**config.mk**
```make
export PLATFORM = sky130hd
export DESIGN_NAME = board_input
export DESIGN_NICKNAME = d
export VERILOG_FILES = /design/src/rtl/board_pkg.sv /design/src/rtl/debounce_sync.sv /design/src/rtl/board_input.sv
export SDC_FILE = /design/constraint.sdc
export NUM_CORES = 1
export LEC_CHECK = 0
export ABC_AREA = 1
export BUFFER_PORTS_ARGS = -buffer_cell sky130_fd_sc_hd__clkbuf_2
export CAP_MARGIN = 20
export CORE_UTILIZATION = 45
export DETAILED_ROUTE_END_ITERATION = 8
export PLACE_DENSITY = 0.62
export SLEW_MARGIN = 0
export SYNTH_ARGS = -nofsm -noshare
export SYNTH_HDL_FRONTEND = slang
export SYNTH_SLANG_ARGS = --single-unit
export TNS_END_PERCENT = 50
```
**constraint.sdc**
```tcl
create_clock -name clk -period 2.85 [get_ports clk]
set_clock_uncertainty 0.2 [all_clocks]
set_input_delay 0.285 -clock clk [delete_from_list [all_inputs] [get_ports clk]]
set_output_delay 0.285 -clock clk [all_outputs]
set_load 0.05 [all_outputs]
```
**src/rtl/board_pkg.sv**
```systemverilog
// Shared definitions for the board input front end: FSM encoding and sizing constants.
package board_pkg;

  localparam int DATA_W              = 8;
  localparam int DB_CYCLES_DEFAULT   = 20000;
  localparam int SYNC_STAGES_DEFAULT = 2;

  typedef enum logic [1:0] {
    IDLE     = 2'd0,
    HOLD     = 2'd1,
    WAIT_REL = 2'd2
  } state_e;

endpackage

```
**src/rtl/debounce_sync.sv**
```systemverilog
// One-bit synchronizer followed by a counter-based debouncer; db only follows raw
// after the synchronized level has differed from it for DB_CYCLES consecutive cycles.
module debounce_sync
  import board_pkg::*;
#(
  parameter int SYNC_STAGES = SYNC_STAGES_DEFAULT,
  parameter int DB_CYCLES   = DB_CYCLES_DEFAULT
) (
  input  logic clk,
  input  logic rst,
  input  logic raw,
  output logic db
);

  localparam logic [15:0] DbLast = 16'(DB_CYCLES - 1);

  logic [SYNC_STAGES-1:0] sync_q;
  logic                   raw_s;
  logic                   db_q, db_d;
  logic [15:0]            cnt_q, cnt_d;

  assign raw_s = sync_q[SYNC_STAGES-1];

  always_ff @(posedge clk or posedge rst) begin
    if (rst) sync_q <= '0;
    else     sync_q <= {sync_q[SYNC_STAGES-2:0], raw};
  end

  // Any cycle where the synchronized level agrees with db restarts the count.
  always_comb begin
    cnt_d = '0;
    db_d  = db_q;
    if (raw_s != db_q) begin
      if (cnt_q == DbLast) db_d  = raw_s;
      else                 cnt_d = cnt_q + 16'd1;
    end
  end

  always_ff @(posedge clk or posedge rst) begin
    if (rst) begin
      cnt_q <= '0;
      db_q  <= 1'b0;
    end else begin
      cnt_q <= cnt_d;
      db_q  <= db_d;
    end
  end

  assign db = db_q;

endmodule

```
**src/rtl/board_input.sv**
```systemverilog
// Board input front end: debounced step button captures the synchronized switch byte
// and offers it to the CPU through a valid/ack handshake with a one-cycle en_in strobe.
module board_input
  import board_pkg::*;
#(
  parameter int DB_CYCLES   = DB_CYCLES_DEFAULT,
  parameter int SYNC_STAGES = SYNC_STAGES_DEFAULT
) (
  input  logic              clk,
  input  logic              rst,
  input  logic [DATA_W-1:0] sw,
  input  logic              btn,
  input  logic              in_ack,
  output logic [DATA_W-1:0] in_data,
  output logic              in_valid,
  output logic              en_in,
  output logic              overrun,
  output logic              busy
);

  logic [SYNC_STAGES-1:0][DATA_W-1:0] sw_sync_q;
  logic [DATA_W-1:0]                  sw_s;
  logic                               btn_db, btn_db_q, press;

  state_e            state_q, state_d;
  logic [DATA_W-1:0] in_data_q, in_data_d;
  logic              in_valid_q, in_valid_d;
  logic              en_in_q, en_in_d;
  logic              overrun_q, overrun_d;

  debounce_sync #(
    .SYNC_STAGES(SYNC_STAGES),
    .DB_CYCLES  (DB_CYCLES)
  ) u_btn_db (
    .clk(clk),
    .rst(rst),
    .raw(btn),
    .db (btn_db)
  );

  always_ff @(posedge clk or posedge rst) begin
    if (rst) sw_sync_q <= '0;
    else     sw_sync_q <= {sw_sync_q[SYNC_STAGES-2:0], sw};
  end

  assign sw_s  = sw_sync_q[SYNC_STAGES-1];
  assign press = btn_db & ~btn_db_q;

  // A press while a sample is still pending only raises the sticky overrun flag.
  always_comb begin
    state_d    = state_q;
    in_data_d  = in_data_q;
    in_valid_d = in_valid_q;
    en_in_d    = 1'b0;
    overrun_d  = overrun_q;
    unique case (state_q)
      IDLE: begin
        if (press) begin
          in_data_d  = sw_s;
          in_valid_d = 1'b1;
          en_in_d    = 1'b1;
          state_d    = HOLD;
        end
      end
      HOLD: begin
        if (press) overrun_d = 1'b1;
        if (in_ack) begin
          in_valid_d = 1'b0;
          state_d    = btn_db ? WAIT_REL : IDLE;
        end
      end
      WAIT_REL: begin
        if (!btn_db) state_d = IDLE;
      end
      default: state_d = IDLE;
    endcase
  end

  always_ff @(posedge clk or posedge rst) begin
    if (rst) begin
      state_q    <= IDLE;
      in_data_q  <= '0;
      in_valid_q <= 1'b0;
      en_in_q    <= 1'b0;
      overrun_q  <= 1'b0;
      btn_db_q   <= 1'b0;
    end else begin
      state_q    <= state_d;
      in_data_q  <= in_data_d;
      in_valid_q <= in_valid_d;
      en_in_q    <= en_in_d;
      overrun_q  <= overrun_d;
      btn_db_q   <= btn_db;
    end
  end

  assign in_data  = in_data_q;
  assign in_valid = in_valid_q;
  assign en_in    = en_in_q;
  assign overrun  = overrun_q;
  assign busy     = (state_q != IDLE);

endmodule

```
# Word-level counts from Yosys, hierarchy flattened
# Index checks and enable logic that the tools add are counted.
[op_classes]
eq_ne = 7
bitwise = 2
mux = 12
n_addsub = 1
n_reduce_logical = 8
[ops]
columns = ["operator", "count"]
rows = [
  ["16-bit two-way mux", 2],
  ["16-bit by 1-bit adder with 16-bit output, second input constant", 1],
  ["16-bit by 15-bit equality test with 1-bit output, second input constant", 1],
  ["2-bit two-way mux", 4],
  ["2-bit != test, second input constant", 3],
  ["2-bit case mux with 3 select lines", 1],
  ["2-bit AND reduction", 3],
  ["3-bit AND reduction", 2],
  ["1-bit two-way mux", 4],
  ["2-bit nonzero test", 2],
  ["2-bit by 1-bit equality test with 1-bit output, second input constant", 1],
  ["2-bit equality test, second input constant", 1],
  ["2-bit zero test", 1],
  ["1-bit case mux with 2 select lines", 1],
  ["1-bit AND", 1],
  ["1-bit != test", 1],
  ["1-bit NOT", 1],
]
[word_totals]
reg_bits = 49
out_inout_bits = 12
wordCells = 41
inputBits = 12

# Logic depth before layout (Yosys ltp)
[depth]
ltp_word = 4
ltp_mapped = 8
ltp_nobuf = 8

# Hierarchy
# From an unflattened synthesis, not the netlist that was laid out.
[hier_totals]
cells_unflattened = 198
area_unflattened_um2 = 1955.6
[modules_own_cells]
columns = ["mod", "cells_per_inst", "area_per_inst_um2", "n_inst", "seq_area_each_um2"]
rows = [
  ["debounce_sync", 123, 982.2, 1, 475.5],
  ["board_input", 75, 973.4, 1, 750.7],
]

# Least setup slack after synthesis
# No wires, ideal clock.
[synth_path]
path_kind = "register to register"
start = "register u_btn_db.cnt_q[0]"
end = "register u_btn_db.cnt_q[10]"
synth_period_minus_slack_ps = 1454
arrival_time_ps = 1138
required_ps = 2534
path_stages_with_launch = 9
setup_slack_ps = 1396
path_cell_list = "dfrtp_1 -> ha_1 -> nand2_2 -> nor2_2 -> inv_2 -> nor2_4 -> nand2_2 -> nand2_8 -> nor2_2"
[synth_via]
elab_chain_len = 3
word_cells_on_any_way = 4
[synth_rtl]
columns = ["item", "line", "source"]
rows = [
  ["start: declaration", "debounce_sync.sv:20", "logic [15:0] cnt_q, cnt_d;"],
  ["start signal: assignment", "debounce_sync.sv:44", "cnt_q <= cnt_d;"],
  ["16-bit by 1-bit adder with 16-bit output / 16-bit by 15-bit equality test with 1-bit output (equally long branches)", "debounce_sync.sv:35, debounce_sync.sv:34", ""],
  ["16-bit two-way mux (*)", "debounce_sync.sv:34", "if (cnt_q == DbLast) db_d = raw_s;"],
  ["16-bit two-way mux (*)", "debounce_sync.sv:33", "if (raw_s != db_q) begin"],
  ["net u_btn_db.cnt_d[10]", "debounce_sync.sv:20", ""],
]
# The timed path passes the listed nets; every way through them passes the cells marked *.
# A chain may end at the register's enable or synchronous reset.

# Final worst setup path
[layout_path]
start = "register u_btn_db.db_q (netlist: u_btn_db.db)"
end = "register in_data_q[1] (netlist: in_data[1])"
[layout_via]
elab_chain_len = 2
[layout_rtl]
columns = ["item", "line", "source"]
rows = [
  ["start: declaration", "debounce_sync.sv:19", "logic db_q, db_d;"],
  ["start signal: assignment", "debounce_sync.sv:42", "db_q <= 1'b0;"],
  ["start signal: assignment", "debounce_sync.sv:45", "db_q <= db_d;"],
  ["1-bit AND", "board_input.sv:47", "assign press = btn_db & ~btn_db_q;"],
  ["2-bit AND reduction (no source line)", "n/a", ""],
  ["end signal: assignment", "board_input.sv:89", "in_data_q <= in_data_d;"],
  ["end: declaration", "board_input.sv:26", "logic [DATA_W-1:0] in_data_q, in_data_d;"],
]
# No other way between the ends.

==> results_dict.tcl <==
set metrics [dict create \
    startpoint_type "flop" \
    status "complete, no violations" \
    r2r_setup_slack_ns 1.19 \
    core_area_mm2 0.00409 \
    drt-total-wl_um 3090 \
    drcViolationCount 0 \
    start_util_pct 47.9 \
    finalCritPeriodShare_pct 58.3 \
    wire_per_inst_um 10.6 \
    hold_viol 0 \
    cts_resized 0 \
    grtUsageTotal_pct 15.9 \
    crit_path_max_fanout 11 \
    drv_cap 0 \
    grt_pass1_wl_um 5370 \
    num_rows 23 \
    ys_ff_latch 49 \
    antenna_found_initial 0 \
    ctsRootBufferMaster "clkbuf_8" \
    fin_crit_ns 1.66 \
    synthTopCellsByArea "dfrtp_1, nand2_1, nor2_1" \
    drt_iter0_drc 81 \
    critical_path_class "flop to flop" \
    dieWidth_um 68.0 \
    h-tree-depth 2 \
    die-area_mm2 0.00462 \
    yosysUniqueCellTypes 25 \
    synth-seq-area-share_pct 62.6 \
    setup.worst_path.end "in_data[1]" \
    overflow 0 \
    finalMaxSlewViolations 0 \
    ioPinCount 24 \
    drive_above_1_share_pct 25.7 \
    synth_area_mm2 0.00196 \
    register_area_mm2 0.00123 \
    clk_pin_slew_worst_paths_ns 0.09 \
    reg2reg_to "in_data[1]" \
    r2r_cells 6 \
    yosysTopAreaCell "dfrtp_1" \
    dp_hpwl_um 2190 \
    clock_sinks 49 \
    setup-tns-final_ns 0 \
    critPathRequiredTime_ns 2.84 \
    cts_made_buffers 5 \
    area_growth_pct 19.5 \
    diodes 0 \
    yosysWarnings 0 \
    setup_viol 0 \
    clock_path_buffers 2 \
    multiInputGateArea_um2 659 \
    globalplace.congestion 0.798 \
    syn_area_per_cell_um2 9.84 \
    fmax_mhz 602 \
    netlist_instances 199 \
    final_common_cell "nand2_1" \
    setup_ws_ns 1.19 \
    worst_pin_slew_ns 0.453 \
    peakVddDrop_v 0.000344 \
    postRouteAntennaNets 0 \
    crit_path_end_kind "flop" \
    worstPathArrival_ns 1.65 \
    leakage_nw 1.12 \
    vias 1304 \
    viasPerCell 4.48 \
    nets 253 \
    drt-pass1-iter-count 4 \
    fillCellCount 390 \
    synth_nets 212 \
    tritoncts "built" \
    rsz0062_at_grt "no" \
    worstReg2RegStart "u_btn_db.db" \
    clk_latency_ns 0.29 \
    worstSetupStartpoint "u_btn_db.db" \
    min_path_type "input port to flop" \
    powerDensity_mw_per_mm2 507 \
    place_ws_ns 1.16 \
    grt_max_degree 21 \
    grt_pass1_vias 1213 \
    port_buffers 23 \
    synth.top_cell.area_share_pct 62.6 \
    most-common-layout-cells "nand2_1, dfrtp_1, nor2_1" \
    maxSlewHeadroom_pct 69.6 \
    dieHeight_um 68.0 \
]
[stage by stage]
step                std cells  total power [W]  cell area (µm²)  hold WS (ns)  utilization, %
floorplan                 199         0.000762             1960         0.116               -
global placement          273         0.000782             2150        0.0142            52.5
detailed placement        273         0.000781             2150        0.0132            52.5
CTS                       291          0.00121             2340       0.00249            57.3
global route              291          0.00125             2340        0.0164            57.3
finish                    291          0.00119             2340        0.0140            57.3
[cell type report]
class	instances	share of cell area, %
Sequential cell	49	52.4
Multi-Input combinational cell	131	28.2
Timing Repair Buffer	35	9.84
Clock buffer	5	2.94
Inverter	18	2.89
Tap cell	50	2.67
Clock inverter	3	1.07
[what timing repair did]
action / CTS / global route
hold buffers: 10 / 0
hold endpoints to repair: 20 / 0
setup buffers: 0 / 0
[sequential cells by signal, summed over array words and instances, names as in the netlist, 2 cells and up]
name             count
in_data              8
state_q              2
sw_s                 8
sw_sync_q            8
u_btn_db.cnt_q      16
u_btn_db.sync_q      2
[metal layers]
metal	wire length (µm)	GRT usage, %	share of wire [%]	up-vias
li1	-	-	-	694
met1	1650	23.2	53	584
met2	1290	22.4	42	22
met3	117	5.00	3.8	4
met4	33	4.69	1.1	0
met5	0	0	0	-
[synth_stat cells]
library cell	instances
nor3_1	1
o21ai_2	1
buf_2	1
clkinv_1	1
nand2_1	55
xor2_1	3
nand3_1	9
ha_1	1
o21ai_1	1
nor2_4	2
xnor2_1	1
inv_2	3
o21bai_1	2
nor3b_1	1
nand2_2	8
nand4_1	2
inv_1	14
nor2_1	26
nand2_8	1
nor2_2	12
a211oi_1	1
o21ai_0	2
dfrtp_1	49
xnor2_2	1
a21o_1	1
[critical path: stages (launching register included)]
cell and delay, ns:
dfrtp_1 0.43, inv_1 0.09, nor2_1 0.06, nand2_1 0.26
clkinv_1 0.32, nand2_1 0.14, nand2_1 0.06
[power breakdown]
group / total (W) / internal (W) / switching, W
sequential: 0.000720 / 0.000712 / 0.00000786
combinational: 0.0000565 / 0.0000234 / 0.0000331
clock: 0.000411 / 0.000179 / 0.000232
[kinds of logic (layout without fill, tap and decap cells)]
logic type / after synthesis / in the layout / share of synthesized area (%)
xor gates and xnor gates: 5 / 5 / 2.62
AOI/OAI and AO/OA: 8 / 8 / 2.75
DFF: 49 / 49 / 62.6
adders and majority gates: 1 / 1 / 0.639
buffers and inverters: 19 / 61 / 3.71
and+or+nand+nor: 117 / 117 / 27.7
[worst min-delay path by stage]
stage                     cells past startpoint            to    from
after global routing                          2    state_q[0]  in_ack
after global placement                        2       sw_s[3]     rst
after floorplan                               0  sw_sync_q[0]   sw[0]
final                                         2    state_q[0]  in_ack
after CTS                                     2    state_q[0]  in_ack
after detailed placement                      2  sw_sync_q[3]     rst
(Power assumes the default switching activity.)
